File: src/rtl/mem_stage_pkg.sv
// Shared types for the MIPS memory stage: access FSM states, EX/MEM control bundle
// and the debug view of the access engine.
package mem_stage_pkg;

  localparam int MEM_TO_W = 8;

  typedef enum logic {
    MEM_IDLE   = 1'b0,
    MEM_ACCESS = 1'b1
  } mem_state_e;

  typedef struct packed {
    logic reg_write;
    logic mem_to_reg;
    logic mem_write;
  } exmem_ctrl_t;

  typedef struct packed {
    mem_state_e            state;
    logic                  done;
    logic [MEM_TO_W-1:0]   count;
    logic                  mem_op_m;
  } mem_dbg_t;

  function automatic logic is_word_aligned(input logic [1:0] lsb);
    return lsb == 2'b00;
  endfunction

endpackage

File: src/rtl/mem_stage_if.sv
// Data-memory port between the memory stage (master) and the data memory (slave).
// Handshake: master raises req with we/addr/wdata and holds all four stable until the slave
// returns a one-cycle ack (rdata valid in that cycle); master drops req on the edge sampling ack.
interface mem_stage_if #(
  parameter int DATA_W = 32
) ();

  logic              req;
  logic              we;
  logic [DATA_W-1:0] addr;
  logic [DATA_W-1:0] wdata;
  logic [DATA_W-1:0] rdata;
  logic              ack;

  modport master (
    output req, we, addr, wdata,
    input  rdata, ack
  );

  modport slave (
    input  req, we, addr, wdata,
    output rdata, ack
  );

endinterface

File: src/rtl/mem_access_fsm.sv
// Data-memory access engine: issues one registered request per start, waits for ack or
// timeout, captures load data and flags completion.
module mem_access_fsm
  import mem_stage_pkg::*;
#(
  parameter int DATA_W  = 32,
  parameter int TIMEOUT = 255
) (
  input  logic                clk,
  input  logic                rst_n,
  input  logic                start_i,
  input  logic                we_i,
  input  logic [DATA_W-1:0]   addr_i,
  input  logic [DATA_W-1:0]   wdata_i,
  mem_stage_if.master         dmem,
  output logic                busy_o,
  output logic                abort_o,
  output logic [DATA_W-1:0]   rdata_o,
  output mem_state_e          state_o,
  output logic                done_o,
  output logic [MEM_TO_W-1:0] count_o
);

  localparam logic [MEM_TO_W-1:0] TO_LAST = MEM_TO_W'(TIMEOUT - 1);

  mem_state_e          state_q, state_d;
  logic [MEM_TO_W-1:0] count_q, count_d;
  logic                done_q, done_d;
  logic                req_q, req_d;
  logic                we_q, we_d;
  logic [DATA_W-1:0]   addr_q, addr_d;
  logic [DATA_W-1:0]   wdata_q, wdata_d;
  logic [DATA_W-1:0]   rdata_q, rdata_d;

  always_ff @(posedge clk or negedge rst_n) begin
    if (!rst_n) begin
      state_q <= MEM_IDLE;
      count_q <= '0;
      done_q  <= 1'b0;
      req_q   <= 1'b0;
      we_q    <= 1'b0;
      addr_q  <= '0;
      wdata_q <= '0;
      rdata_q <= '0;
    end else begin
      state_q <= state_d;
      count_q <= count_d;
      done_q  <= done_d;
      req_q   <= req_d;
      we_q    <= we_d;
      addr_q  <= addr_d;
      wdata_q <= wdata_d;
      rdata_q <= rdata_d;
    end
  end

  always_comb begin
    state_d = state_q;
    count_d = count_q;
    done_d  = done_q;
    req_d   = req_q;
    we_d    = we_q;
    addr_d  = addr_q;
    wdata_d = wdata_q;
    rdata_d = rdata_q;
    abort_o = 1'b0;
    if (state_q == MEM_IDLE) begin
      // Acks arriving while idle are stale and deliberately ignored.
      if (start_i) begin
        state_d = MEM_ACCESS;
        req_d   = 1'b1;
        we_d    = we_i;
        addr_d  = addr_i;
        wdata_d = wdata_i;
        done_d  = 1'b0;
        count_d = '0;
      end
    end else begin
      if (dmem.ack) begin
        if (!we_q) rdata_d = dmem.rdata;
        req_d   = 1'b0;
        state_d = MEM_IDLE;
        done_d  = 1'b1;
      end else if (count_q == TO_LAST) begin
        abort_o = 1'b1;
        req_d   = 1'b0;
        state_d = MEM_IDLE;
        done_d  = 1'b1;
      end else begin
        count_d = count_q + MEM_TO_W'(1);
      end
    end
  end

  assign busy_o     = (state_q == MEM_ACCESS);
  assign rdata_o    = rdata_q;
  assign state_o    = state_q;
  assign done_o     = done_q;
  assign count_o    = count_q;
  assign dmem.req   = req_q;
  assign dmem.we    = we_q;
  assign dmem.addr  = addr_q;
  assign dmem.wdata = wdata_q;

endmodule

File: src/rtl/mem_stage.sv
// MIPS memory stage: EX/MEM pipeline register, alignment check, stall/forward outputs,
// with the data-memory handshake delegated to mem_access_fsm.
module mem_stage
  import mem_stage_pkg::*;
#(
  parameter int DATA_W  = 32,
  parameter int TIMEOUT = 255
) (
  input  logic              clk,
  input  logic              rst_n,
  input  logic              RegWriteE,
  input  logic              MemtoRegE,
  input  logic              MemWriteE,
  input  logic [DATA_W-1:0] ALUOutput,
  input  logic [DATA_W-1:0] WriteDataE,
  input  logic [4:0]        WriteRegE,
  input  logic              FlushM,
  output logic              RegWriteM,
  output logic              MemtoRegM,
  output logic [4:0]        WriteRegM,
  output logic [DATA_W-1:0] ALUOutM,
  output logic [DATA_W-1:0] ReadDataM,
  output logic [DATA_W-1:0] ForwardMemVal,
  output logic              MemStall,
  output logic              MemFault,
  mem_stage_if.master       dmem,
  output mem_dbg_t          mem_dbg
);

  exmem_ctrl_t         ctrl_q, ctrl_d;
  logic [4:0]          wreg_q, wreg_d;
  logic [DATA_W-1:0]   alu_q, alu_d;
  logic                fault_q, fault_d;

  logic                stall;
  logic                abort;
  logic                mem_op_e;
  logic                aligned_e;
  logic                capture_op;
  logic                start;
  logic                misalign;
  mem_state_e          fsm_state;
  logic                fsm_done;
  logic [MEM_TO_W-1:0] fsm_count;

  assign mem_op_e   = MemtoRegE | MemWriteE;
  assign aligned_e  = is_word_aligned(ALUOutput[1:0]);
  // An op enters M only on a non-stalled, non-flushed edge; that same edge launches the access.
  assign capture_op = !stall && !FlushM && mem_op_e;
  assign start      = capture_op && aligned_e;
  assign misalign   = capture_op && !aligned_e;

  mem_access_fsm #(
    .DATA_W  (DATA_W),
    .TIMEOUT (TIMEOUT)
  ) u_access (
    .clk     (clk),
    .rst_n   (rst_n),
    .start_i (start),
    .we_i    (MemWriteE),
    .addr_i  (ALUOutput),
    .wdata_i (WriteDataE),
    .dmem    (dmem),
    .busy_o  (stall),
    .abort_o (abort),
    .rdata_o (ReadDataM),
    .state_o (fsm_state),
    .done_o  (fsm_done),
    .count_o (fsm_count)
  );

  always_ff @(posedge clk or negedge rst_n) begin
    if (!rst_n) begin
      ctrl_q  <= '0;
      wreg_q  <= '0;
      alu_q   <= '0;
      fault_q <= 1'b0;
    end else begin
      ctrl_q  <= ctrl_d;
      wreg_q  <= wreg_d;
      alu_q   <= alu_d;
      fault_q <= fault_d;
    end
  end

  always_comb begin
    ctrl_d = ctrl_q;
    wreg_d = wreg_q;
    alu_d  = alu_q;
    if (!stall) begin
      if (FlushM) begin
        ctrl_d = '0;
        wreg_d = '0;
        alu_d  = '0;
      end else begin
        ctrl_d = '{reg_write: RegWriteE, mem_to_reg: MemtoRegE, mem_write: MemWriteE};
        if (mem_op_e && !aligned_e) ctrl_d = '0;
        wreg_d = WriteRegE;
        alu_d  = ALUOutput;
      end
    end else if (abort) begin
      // A timed-out access must not write garbage into the register file.
      ctrl_d.reg_write = 1'b0;
    end
  end

  assign fault_d = fault_q | misalign | abort;

  assign RegWriteM     = ctrl_q.reg_write;
  assign MemtoRegM     = ctrl_q.mem_to_reg;
  assign WriteRegM     = wreg_q;
  assign ALUOutM       = alu_q;
  assign ForwardMemVal = alu_q;
  assign MemStall      = stall;
  assign MemFault      = fault_q;
  assign mem_dbg       = '{state: fsm_state, done: fsm_done, count: fsm_count,
                           mem_op_m: ctrl_q.mem_to_reg | ctrl_q.mem_write};

endmodule

File: src/flat_wrapper.sv
// flat-port wrapper written by rule: the top's interface ports become plain ports
module mem_stage_flat import mem_stage_pkg::*;
#(
  parameter int DATA_W  = 32,
  parameter int TIMEOUT = 255
)
  (clk, rst_n, RegWriteE, MemtoRegE, MemWriteE, ALUOutput, WriteDataE, WriteRegE, FlushM, RegWriteM, MemtoRegM, WriteRegM, ALUOutM, ReadDataM, ForwardMemVal, MemStall, MemFault, mem_dbg, dmem_req, dmem_we, dmem_addr, dmem_wdata, dmem_rdata, dmem_ack);
  mem_stage_if #(.DATA_W(DATA_W)) dmem_i ();
  input  logic clk;
  input  logic rst_n;
  input  logic RegWriteE;
  input  logic MemtoRegE;
  input  logic MemWriteE;
  input  logic [DATA_W-1:0] ALUOutput;
  input  logic [DATA_W-1:0] WriteDataE;
  input  logic [4:0] WriteRegE;
  input  logic FlushM;
  output logic RegWriteM;
  output logic MemtoRegM;
  output logic [4:0] WriteRegM;
  output logic [DATA_W-1:0] ALUOutM;
  output logic [DATA_W-1:0] ReadDataM;
  output logic [DATA_W-1:0] ForwardMemVal;
  output logic MemStall;
  output logic MemFault;
  output mem_dbg_t mem_dbg;
  output wire logic [$bits(dmem_i.req)-1:0] dmem_req;
  output wire logic [$bits(dmem_i.we)-1:0] dmem_we;
  output wire logic [$bits(dmem_i.addr)-1:0] dmem_addr;
  output wire logic [$bits(dmem_i.wdata)-1:0] dmem_wdata;
  input wire logic [$bits(dmem_i.rdata)-1:0] dmem_rdata;
  input wire logic [$bits(dmem_i.ack)-1:0] dmem_ack;
  assign dmem_req = dmem_i.req;
  assign dmem_we = dmem_i.we;
  assign dmem_addr = dmem_i.addr;
  assign dmem_wdata = dmem_i.wdata;
  assign dmem_i.rdata = dmem_rdata;
  assign dmem_i.ack = dmem_ack;
  mem_stage #(.DATA_W(DATA_W), .TIMEOUT(TIMEOUT)) u_core (.clk(clk), .rst_n(rst_n), .RegWriteE(RegWriteE), .MemtoRegE(MemtoRegE), .MemWriteE(MemWriteE), .ALUOutput(ALUOutput), .WriteDataE(WriteDataE), .WriteRegE(WriteRegE), .FlushM(FlushM), .RegWriteM(RegWriteM), .MemtoRegM(MemtoRegM), .WriteRegM(WriteRegM), .ALUOutM(ALUOutM), .ReadDataM(ReadDataM), .ForwardMemVal(ForwardMemVal), .MemStall(MemStall), .MemFault(MemFault), .dmem(dmem_i), .mem_dbg(mem_dbg));
endmodule
File: config.mk
export PLATFORM = sky130hd
export DESIGN_NAME = mem_stage_flat
export DESIGN_NICKNAME = d
export VERILOG_FILES = /design/src/rtl/mem_stage_pkg.sv /design/src/rtl/mem_stage_if.sv /design/src/rtl/mem_access_fsm.sv /design/src/rtl/mem_stage.sv /design/src/flat_wrapper.sv
export SDC_FILE = /design/constraint.sdc
export NUM_CORES = 1
export LEC_CHECK = 0
export CELL_PAD_IN_SITES_DETAIL_PLACEMENT = 2
export CELL_PAD_IN_SITES_GLOBAL_PLACEMENT = 2
export CORE_AREA = 4 4 183 141
export CTS_BUF_LIST = sky130_fd_sc_hd__clkbuf_2
export CTS_CLUSTER_DIAMETER = 60
export DETAILED_ROUTE_END_ITERATION = 10
export DIE_AREA = 0 0 187 145
export GPL_ROUTABILITY_DRIVEN = 1
export PLACE_DENSITY = 0.82
export SETUP_SLACK_MARGIN = 0.15
export SYNTH_ARGS = -nofsm -noshare
export SYNTH_HDL_FRONTEND = slang
export SYNTH_SLANG_ARGS = --single-unit
export TNS_END_PERCENT = 50
File: constraint.sdc
create_clock -name clk -period 3.4 [get_ports clk]
set_clock_uncertainty 0.05 [all_clocks]
set_input_delay 0.51 -clock clk [delete_from_list [all_inputs] [get_ports clk]]
set_output_delay 0.51 -clock clk [all_outputs]
set_load 0.05 [all_outputs]
==> results of run 1 <==
## synth_stat cells, drive strengths merged, types with 2 or more instances
cell type / n
clkbuf: 13
nand3: 12
o211ai: 2
nand4: 2
nor4: 2
inv: 2
ha: 2
nor2: 2
o21a: 2
nand2: 228
and2: 2
buf: 51
a21oi: 2
mux2: 32
nand2b: 32
or2: 2
o21ai: 39
a22o: 7
dfrtp: 149
## per-stage QoR
stage | hold slack (ns) | area (µm²)
3_3_place_gp | 0.406 | 9110
4_1_cts | 0.0934 | 9340
6_report | 0.239 | 9340
2_1_floorplan | 0.164 | 6160
3_5_place_dp | 0.416 | 9110
5_1_grt | 0.0852 | 9340
## layout make-up
cell class | instances | area, µm²
inverters | 2 | 7.51
clock buffers | 19 | 95.1
multi-input cells | 381 | 1990
clock inverters | 13 | 124
well taps | 306 | 383
fillers | 2570 | 14500
flip-flops and latches | 149 | 3730
repair buffers | 301 | 3010
## cell families (layout without fill, tap and decap cells)
| family | count (synthesis) | count (layout) | share of synthesized area (%) |
|---|---|---|---|
| AOI/OAI and AO/OA | 59 | 59 | 5.81 |
| muxes | 33 | 33 | 6.01 |
| and+or+nand+nor | 287 | 287 | 19.9 |
| buffers and inverters | 66 | 335 | 7.41 |
| DFF | 149 | 149 | 60.5 |
| adders and majority gates | 2 | 2 | 0.406 |
## sequential cells by signal (all words and copies together), names as in the netlist
register                    cells
u_core.ALUOutM                 32
u_core.MemFault                 1
u_core.MemtoRegM                1
u_core.RegWriteM                1
u_core.WriteRegM                5
u_core.ctrl_q                   1
u_core.u_access.busy_o          1
u_core.u_access.count_o         8
u_core.u_access.dmem.addr      32
u_core.u_access.dmem.req        1
u_core.u_access.dmem.wdata     32
u_core.u_access.dmem.we         1
u_core.u_access.done_o          1
u_core.u_access.rdata_o        32
## final timing paths
kind / from / endpoint / slack [ns] / cells after the start
max: u_core.u_access.busy_o$_DFF_PN0_ / mem_dbg[10] / 0.61 / 1
min: WriteRegE[1] / u_core.WriteRegM[1]$_DFFE_PN0N_ / 0.24 / 3
max reg2reg: u_core.u_access.busy_o$_DFF_PN0_ / u_core.MemFault$_DFF_PN0_ / 1.25 / 3
min reg2reg: u_core.u_access.dmem.wdata[19]$_DFFE_PN0P_ / u_core.u_access.dmem.wdata[19]$_DFFE_PN0P_ / 0.45 / 2
max in group asynchronous: rst_n / u_core.u_access.dmem.addr[20]$_DFFE_PN0P_ / 2.05 / 3
min in group asynchronous: rst_n / u_core.u_access.dmem.addr[0]$_DFFE_PN0P_ / 0.39 / 2
## power by group
part / total, mW / switching [mW] / internal (mW)
logic: 2.70 / 1.79 / 0.911
clock network: 0.987 / 0.710 / 0.277
registers: 2.32 / 0.218 / 2.10
total: 6.01 / 2.72 / 3.29
## cell usage in the layout, fill, tap and decap left out, types with 2 or more instances in the layout
master | netlist | routed
or2_2 | 2 | 2
clkdlybuf4s50_1 | 0 | 288
ha_1 | 2 | 2
o211ai_1 | 2 | 2
mux2_2 | 32 | 32
clkinv_4 | 0 | 2
nand2_1 | 228 | 228
inv_6 | 0 | 4
nor2_1 | 2 | 2
a21oi_1 | 2 | 2
clkinvlp_4 | 0 | 5
buf_4 | 34 | 9
buf_12 | 0 | 2
and2_1 | 2 | 2
nand2b_1 | 32 | 32
a22o_1 | 7 | 7
nand3_1 | 12 | 12
nand4_1 | 2 | 2
o21ai_0 | 37 | 37
dfrtp_1 | 149 | 148
clkbuf_2 | 0 | 19
inv_1 | 2 | 2
## per-layer routing
layer,track usage [%],up-vias,part of all wire (%)
met2,27.4,171,47
li1,-,2398,-
met1,20.6,2583,44
met3,6.44,15,7.7
met5,0,-,0.032
met4,3.25,2,0.88
==> metrics.txt, run 1 <==
status=complete, no violations; ANT cells=0; layout cells sized above 1=9.48%; dpl ws=0.739 ns; DR iter-0 viols=227; Post-Syn Area=0.00616 mm²; final core utilization=39.2%; GRT overflow=0; maxcap violations=0; layout overhead on the synthesized area=51.5%; Yosys warnings=0; vias=5169; largest net degree at the start of global routing=96; Sink Count=149; Slowest-stage cell, CP=clkdlybuf4s50_1; final setup fails=0; #FFs+latches synth=149; Period Utilization, post-route=82.0%; Initial Utilization=25.9%; Final Power=6.01 mW; Worst-path clk slew=0.29 ns; Max FO, Critical Path=18; cell row count=49; RePlAce Congestion=0.716; max incr delay on CP=0.89 ns; Post-Synthesis Cells=596; Top delay family on crit path=buffers and inverters; Die X=187 µm; Final min period=2.79 ns; hpwl dp=16400 µm; CTS tree=built; drt total wl=22200 µm; Finished Layout Cells=1171; Global Route Usage Sum=16.5%; vias in the first global route=5731; fmax=0.359 GHz; relative slew slack=36.6%; io pins=290; die height=145 µm; Vias/cell=4.41; worst endpoint data arrival time=2.23 ns; Fin. Hold Viols=0; most common flop cell mapped by yosys=dfrtp_1; post-cts repair resize count=0; Hold-fix buffers, CTS=1; Setup TNS=0 ns; Root Driver=clkbuf_2; # DRC=0; Num CTS Buffers=17; Worst Path Buf+Inv=1; Post-CTS Setup Bufs=0; Seq/Total Area, Yosys=60.5%; CTS H-tree depth=4; post-synth cell types=39; DIE AREA=0.0271 mm²; Nets=962; Syn Nets=706; crit start category=flop; CORE AREA=0.0238 mm²; Avg Cell Area, Syn=10.3 µm²; Setup CP Type=reg -> out; final setup margin=0.614 ns; DR WL/cell=18.9 µm; DRT Pass-1 Iters=4; clock buffer depth=2; Critical Path End Type=output pin; final antenna-violating net count=0; Yosys top cell by area=dfrtp_1; EDFF count, synth=0; crit-path cells=clkdlybuf4s50_1; IO Port Bufs=289; peak supply drop=0.261 mV; Max Slew Vio Count=0; ys async rst share=100%; pwr/cell area=643 mW/mm²; RSZ-0062 raised after global routing=false; clock latency on the worst-skew pair=0.70 ns; initial antenna violation count=1; static leakage=4.14 nW; Post-Place Cells=1138; HP Class=in -> reg; Worst-Margin Slew=0.947 ns; synth top area cells=dfrtp_1 (61%), nand2_1 (14%), mux2_2 (5.8%); Synth top area share=60.5%; WP data required=2.84 ns; global-route wire length before repair=35300 µm
Power figures use the tool's default switching activity.
==> run 2, diff against run 1 <==
--- a/config.mk
+++ b/config.mk
@@ -7,13 +7,13 @@
 export LEC_CHECK = 0
 export CELL_PAD_IN_SITES_DETAIL_PLACEMENT = 2
 export CELL_PAD_IN_SITES_GLOBAL_PLACEMENT = 2
-export CORE_AREA = 4 4 183 141
+export CORE_AREA = 4 4 199 152
 export CTS_BUF_LIST = sky130_fd_sc_hd__clkbuf_2
 export CTS_CLUSTER_DIAMETER = 60
 export DETAILED_ROUTE_END_ITERATION = 10
-export DIE_AREA = 0 0 187 145
+export DIE_AREA = 0 0 203 156
 export GPL_ROUTABILITY_DRIVEN = 1
-export PLACE_DENSITY = 0.82
+export PLACE_DENSITY = 0.74
 export SETUP_SLACK_MARGIN = 0.15
 export SYNTH_ARGS = -nofsm -noshare
 export SYNTH_HDL_FRONTEND = slang
==> constraint.sdc (replaced) <==
create_clock -name clk -period 2.5 [get_ports clk]
set_clock_uncertainty 0.05 [all_clocks]
set_input_delay 0.375 -clock clk [delete_from_list [all_inputs] [get_ports clk]]
set_output_delay 0.375 -clock clk [all_outputs]
set_load 0.05 [all_outputs]
==> metrics.txt, run 2 (same netlist as run 1, synthesis figures left out) <==
CP endpoint=mem_dbg[3]; Top delay family on crit path=buffers and inverters; Fin. Hold Viols=0; worst endpoint data arrival time=1.75 ns; Nets=992; Post-Place Cells=1218; Critical Path End Type=output pin; largest net degree at the start of global routing=53; global-route wire length before repair=35700 µm; GRT overflow=0; IO Port Bufs=289; final setup fails=0; Setup TNS=0 ns; Vias/cell=4.16; Max FO, Critical Path=6; Root Driver=clkbuf_2; RSZ-0062 raised after global routing=true; fillcell total=3137; io pins=290; max incr delay on CP=0.55 ns; internal reg-to-reg setup slack=0.50 ns; Worst-path clk slew=0.27 ns; NetSw=3.67 mW; CORE AREA=0.0281 mm²; Finished Layout Cells=1279; Final min period=2.18 ns; Reg-to-Reg End=u_core.u_access.count_o[2]$_DFFE_PN0P_; Die X=203 µm; Setup crit start=u_core.u_access.count_o[2]$_DFFE_PN0P_; crit-path cells=clkdlybuf4s15_1; vias in the first global route=5998; Initial Utilization=22.0%; Setup CP Type=reg -> out; RePlAce Congestion=0.705; # DRC=0; combinational share of power=41.7%; layout overhead on the synthesized area=56.4%; Period Utilization, post-route=87.1%; die height=156 µm; WP data required=2.08 ns; relative slew slack=39.4%; internal power=4.45 mW; Worst Path Buf+Inv=1; R2R depth=4; static leakage=4.81 nW; hpwl dp=16700 µm; sequential share of power=38.5%; maxcap violations=0; CTS H-tree depth=4; final core utilization=34.4%; HP Class=in -> reg; DR iter-0 viols=146; DRT Pass-1 Iters=4; CTS tree=built; commonest cells after routing, fill and taps aside=nand2_1 (228), dlygate4sd2_1 (174), dfrtp_1 (148); Global Route Usage Sum=14.4%; worst flop-to-flop path startpoint=u_core.u_access.count_o[3]$_DFFE_PN0P_; Sw Ratio=45.2%; initial antenna violation count=1; Crit. path cell count=1; fmax=0.459 GHz; vias=5321; status=complete, no violations; drt total wl=23000 µm; crit start category=flop; commonest non-fill, non-tap cell in the layout=nand2_1; pwr/cell area=842 mW/mm²; cell row count=53; Clock Power Share=19.8%; Slowest-stage cell, CP=clkdlybuf4s15_1; clock buffer depth=2; DR WL/cell=17.9 µm; final antenna-violating net count=0; Worst-Margin Slew=0.905 ns; peak supply drop=0.295 mV; DIE AREA=0.0317 mm²; Sink Count=149; Max Slew Vio Count=0; clock latency on the worst-skew pair=0.73 ns; layout cells sized above 1=10.1%; Num CTS Buffers=17; ANT cells=0
## run 2: area by class of cell
cell class | count | area [µm²] | share of cell area [%]
Clock inverter | 12 | 180 | 1.87
Tap cell | 385 | 482 | 5.00
Clock buffer | 19 | 95.1 | 0.987
Inverter | 2 | 7.51 | 0.0779
Multi-Input combinational cell | 381 | 1990 | 20.6
Sequential cell | 149 | 3730 | 38.7
Timing Repair Buffer | 331 | 3160 | 32.8
## run 2: repair_timing
item,CTS,global route
resized for setup,192,5
pin swaps,0,0
hold endpoints to repair,173,2
setup buffers,0,1
hold buffers,27,2
endpoints found under the setup margin,182,8
## run 2: worst min path at each step
stage / from / to / slack (ns) / cells after the start
detailed placement: rst_n / u_core.u_access.rdata_o[5]$_DFFE_PN0P_ / 0.35 / 1
global placement: rst_n / u_core.u_access.rdata_o[1]$_DFFE_PN0P_ / 0.34 / 1
floorplan: rst_n / u_core.ALUOutM[0]$_DFFE_PN0N_ / 0.03 / 0
finish: ALUOutput[26] / u_core.u_access.dmem.addr[26]$_DFFE_PN0P_ / 0.13 / 3
CTS: ALUOutput[5] / u_core.u_access.dmem.addr[5]$_DFFE_PN0P_ / 0.0007 / 3
global route: WriteDataE[16] / u_core.u_access.dmem.wdata[16]$_DFFE_PN0P_ / 0.009 / 3
## run 2: through the flow
step	worst slack (ns)	hold WS [ns]	area (µm²)	power, mW
2_1_floorplan	0.709	0.0294	6160	5.46
4_1_cts	0.0102	0.000656	9620	8.28
3_3_place_gp	0.272	0.342	9270	6.86
6_report	0.323	0.126	9640	8.11
5_1_grt	0.134	0.00933	9640	8.58
3_5_place_dp	0.205	0.346	9270	6.94
## run 2: power groups by stage
stage	combinational (mW)	sequential [mW]	clock, mW
finish	3.38	3.13	1.60
global route	3.56	3.21	1.80
CTS	3.44	3.14	1.70
detailed placement	3.73	3.21	0
global placement	3.69	3.18	0
floorplan	0.712	4.75	0
## run 2: metal layers
metal	vias to the layer above	routed length (µm)	GRT usage (%)
met3	22	1490	4.88
met4	2	317	3.78
li1	2450	-	-
met5	-	13	0
met2	154	11200	23.9
met1	2693	9910	18.0
==> run 3, diff against run 2 <==
--- a/config.mk
+++ b/config.mk
@@ -7,13 +7,13 @@
 export LEC_CHECK = 0
 export CELL_PAD_IN_SITES_DETAIL_PLACEMENT = 2
 export CELL_PAD_IN_SITES_GLOBAL_PLACEMENT = 2
-export CORE_AREA = 4 4 199 152
+export CORE_AREA = 4 4 187 143
 export CTS_BUF_LIST = sky130_fd_sc_hd__clkbuf_2
 export CTS_CLUSTER_DIAMETER = 60
 export DETAILED_ROUTE_END_ITERATION = 10
-export DIE_AREA = 0 0 203 156
+export DIE_AREA = 0 0 191 147
 export GPL_ROUTABILITY_DRIVEN = 1
-export PLACE_DENSITY = 0.74
+export PLACE_DENSITY = 0.8
 export SETUP_SLACK_MARGIN = 0.15
 export SYNTH_ARGS = -nofsm -noshare
 export SYNTH_HDL_FRONTEND = slang
==> constraint.sdc (replaced) <==
create_clock -name clk -period 2.17 [get_ports clk]
set_clock_uncertainty 0.05 [all_clocks]
set_input_delay 0.3255 -clock clk [delete_from_list [all_inputs] [get_ports clk]]
set_output_delay 0.3255 -clock clk [all_outputs]
set_load 0.05 [all_outputs]
==> metrics.txt, run 3 (same netlist as run 1, synthesis figures left out) <==
final core utilization=39.4%; die height=147 µm; largest net degree at the start of global routing=65; sequential share of power=37.8%; drt total wl=26000 µm; DR iter-0 viols=156; worst flop-to-flop path startpoint=u_core.u_access.busy_o$_DFF_PN0_; Worst-Margin Slew=0.638 ns; crit-path cells=or2_4 -> buf_8; Sink Count=149; internal reg-to-reg setup slack=0.34 ns; global-route wire length before repair=39800 µm; Slowest-stage cell, CP=dfrtp_1; CTS H-tree depth=4; Period Utilization, post-route=89.7%; HP Class=in -> reg; max incr delay on CP=0.44 ns; IO Port Bufs=289; final setup fails=0; Num CTS Buffers=17; internal power=5.29 mW; CORE AREA=0.0248 mm²; hpwl dp=17400 µm; Final min period=1.95 ns; commonest non-fill, non-tap cell in the layout=nand2_1; Final Cell Area=0.00979 mm²; io pins=290; R2R depth=6; Die X=191 µm; GRT overflow=0; WP data required=1.79 ns; placed cell area=0.00929 mm²; pwr/cell area=988 mW/mm²; final antenna-violating net count=0; DRT Pass-1 Iters=5; Sw Ratio=45.2%; maxcap violations=0; crit start category=flop; Critical Path End Type=output pin; Nets=1062; DR WL/cell=19.9 µm; Hold Crit Depth=3; hold_sp=ALUOutput[30]; Initial Utilization=24.8%; vias in the first global route=6633; Clock Power Share=20.5%; Max FO, Critical Path=2; static leakage=4.80 nW; Root Driver=clkbuf_2; combinational share of power=41.6%; peak supply drop=0.539 mV; Worst Path Buf+Inv=1; NetSw=4.37 mW; status=complete, no violations; Global Route Usage Sum=18.3%; Setup CP Type=reg -> out; Reg-to-Reg End=u_core.u_access.dmem.addr[20]$_DFFE_PN0P_; RSZ-0062 raised after global routing=true; Setup TNS=0 ns; Fin. Hold Viols=0; CTS tree=built; commonest cells after routing, fill and taps aside=nand2_1 (228), dfrtp_1 (145), buf_2 (117); layout cells sized above 1=29.6%; layout overhead on the synthesized area=58.8%; Vias/cell=4.37; DIE AREA=0.0281 mm²; Setup crit start=u_core.ctrl_q[0]$_DFFE_PN0N_; Worst-path clk slew=0.24 ns; cell row count=50; clock buffer depth=2; fmax=0.514 GHz; hold path endpoint=u_core.u_access.dmem.addr[30]$_DFFE_PN0P_; worst endpoint data arrival time=1.57 ns; Top delay family on crit path=flip-flops; Max Slew Vio Count=0; vias=5704; # DRC=0; initial antenna violation count=1; RePlAce Congestion=0.729; clock latency on the worst-skew pair=0.74 ns; relative slew slack=57.3%
==> run 3: cell types whose count changed in the layout (fill, tap and decap cells not counted), moves of 3 or more <==
cell / before / now
buf_2: 0 / 117
buf_4: 6 / 31
dlygate4sd3_1: 29 / 82
clkdlybuf4s15_2: 2 / 27
clkbuf_2: 22 / 45
dfrtp_1: 148 / 145
dlygate4sd2_1: 174 / 0
==> run 3: worst min-delay path, cell delays in order <==
cell and delay [ns]:
clkdlybuf4s50_1 0.43, nand2_1 0.08, nand2_1 0.04
==> run 3: layout make-up <==
type / instances / area (µm²)
clock inverter: 13 / 204
clock buffer: 19 / 95.1
fill: 2713 / 15000
antenna: 1 / 2.50
tap: 338 / 423
multi-input combinational: 381 / 1990
inverter: 2 / 7.51
timing repair buffer: 401 / 3330
sequential: 149 / 3740
==> run 3: repair_timing <==
action,in CTS,in global routing
setup buffers,1,7
endpoints found under the setup margin,181,133
hold buffers,71,11
endpoints found under the hold margin,223,11
gates resized for setup,705,105
==> run 3: routing by layer <==
metal	part of all wire, %	global-route usage (%)	wire length [µm]	vias to the layer above
li1	-	-	-	2596
met1	41	22.0	10700	2918
met2	52	32.6	13500	173
met3	6.0	5.46	1570	17
met4	0.88	3.73	229	0
met5	0	0	0	-
==> run 3: worst max-delay path by stage <==
stage / endpoint / slack, ns / depth (start not counted)
after floorplan: u_core.u_access.count_o[6]$_DFFE_PN0P_ / 0.38 / 5
after global placement: u_core.u_access.dmem.addr[0]$_DFFE_PN0P_ / 0.15 / 5
after detailed placement: u_core.u_access.dmem.addr[8]$_DFFE_PN0P_ / 0.10 / 6
after CTS: dmem_wdata[4] / 0.01 / 1
after global routing: mem_dbg[0] / 0.03 / 2
final: mem_dbg[0] / 0.22 / 2
==> run 3: metrics by stage <==
| step | hold WS, ns | instances | setup slack, ns | power (mW) |
|---|---|---|---|---|
| 6_report | 0.131 | 1304 | 0.224 | 9.67 |
| 5_1_grt | 0.000323 | 1304 | 0.0256 | 10.2 |
| 4_1_cts | 0.00168 | 1285 | 0.0108 | 9.85 |
| 3_5_place_dp | 0.287 | 1181 | 0.100 | 8.02 |
| 3_3_place_gp | 0.287 | 1181 | 0.146 | 7.91 |
| 2_1_floorplan | -0.0201 | 596 | 0.379 | 6.29 |
==> run 3: power by group through the flow <==
stage / logic [mW] / clock network, mW / registers (mW)
2_1_floorplan: 0.821 / 0 / 5.47
3_3_place_gp: 4.23 / 0 / 3.68
3_5_place_dp: 4.30 / 0 / 3.72
4_1_cts: 4.12 / 2.06 / 3.67
5_1_grt: 4.22 / 2.21 / 3.74
6_report: 4.02 / 1.99 / 3.66
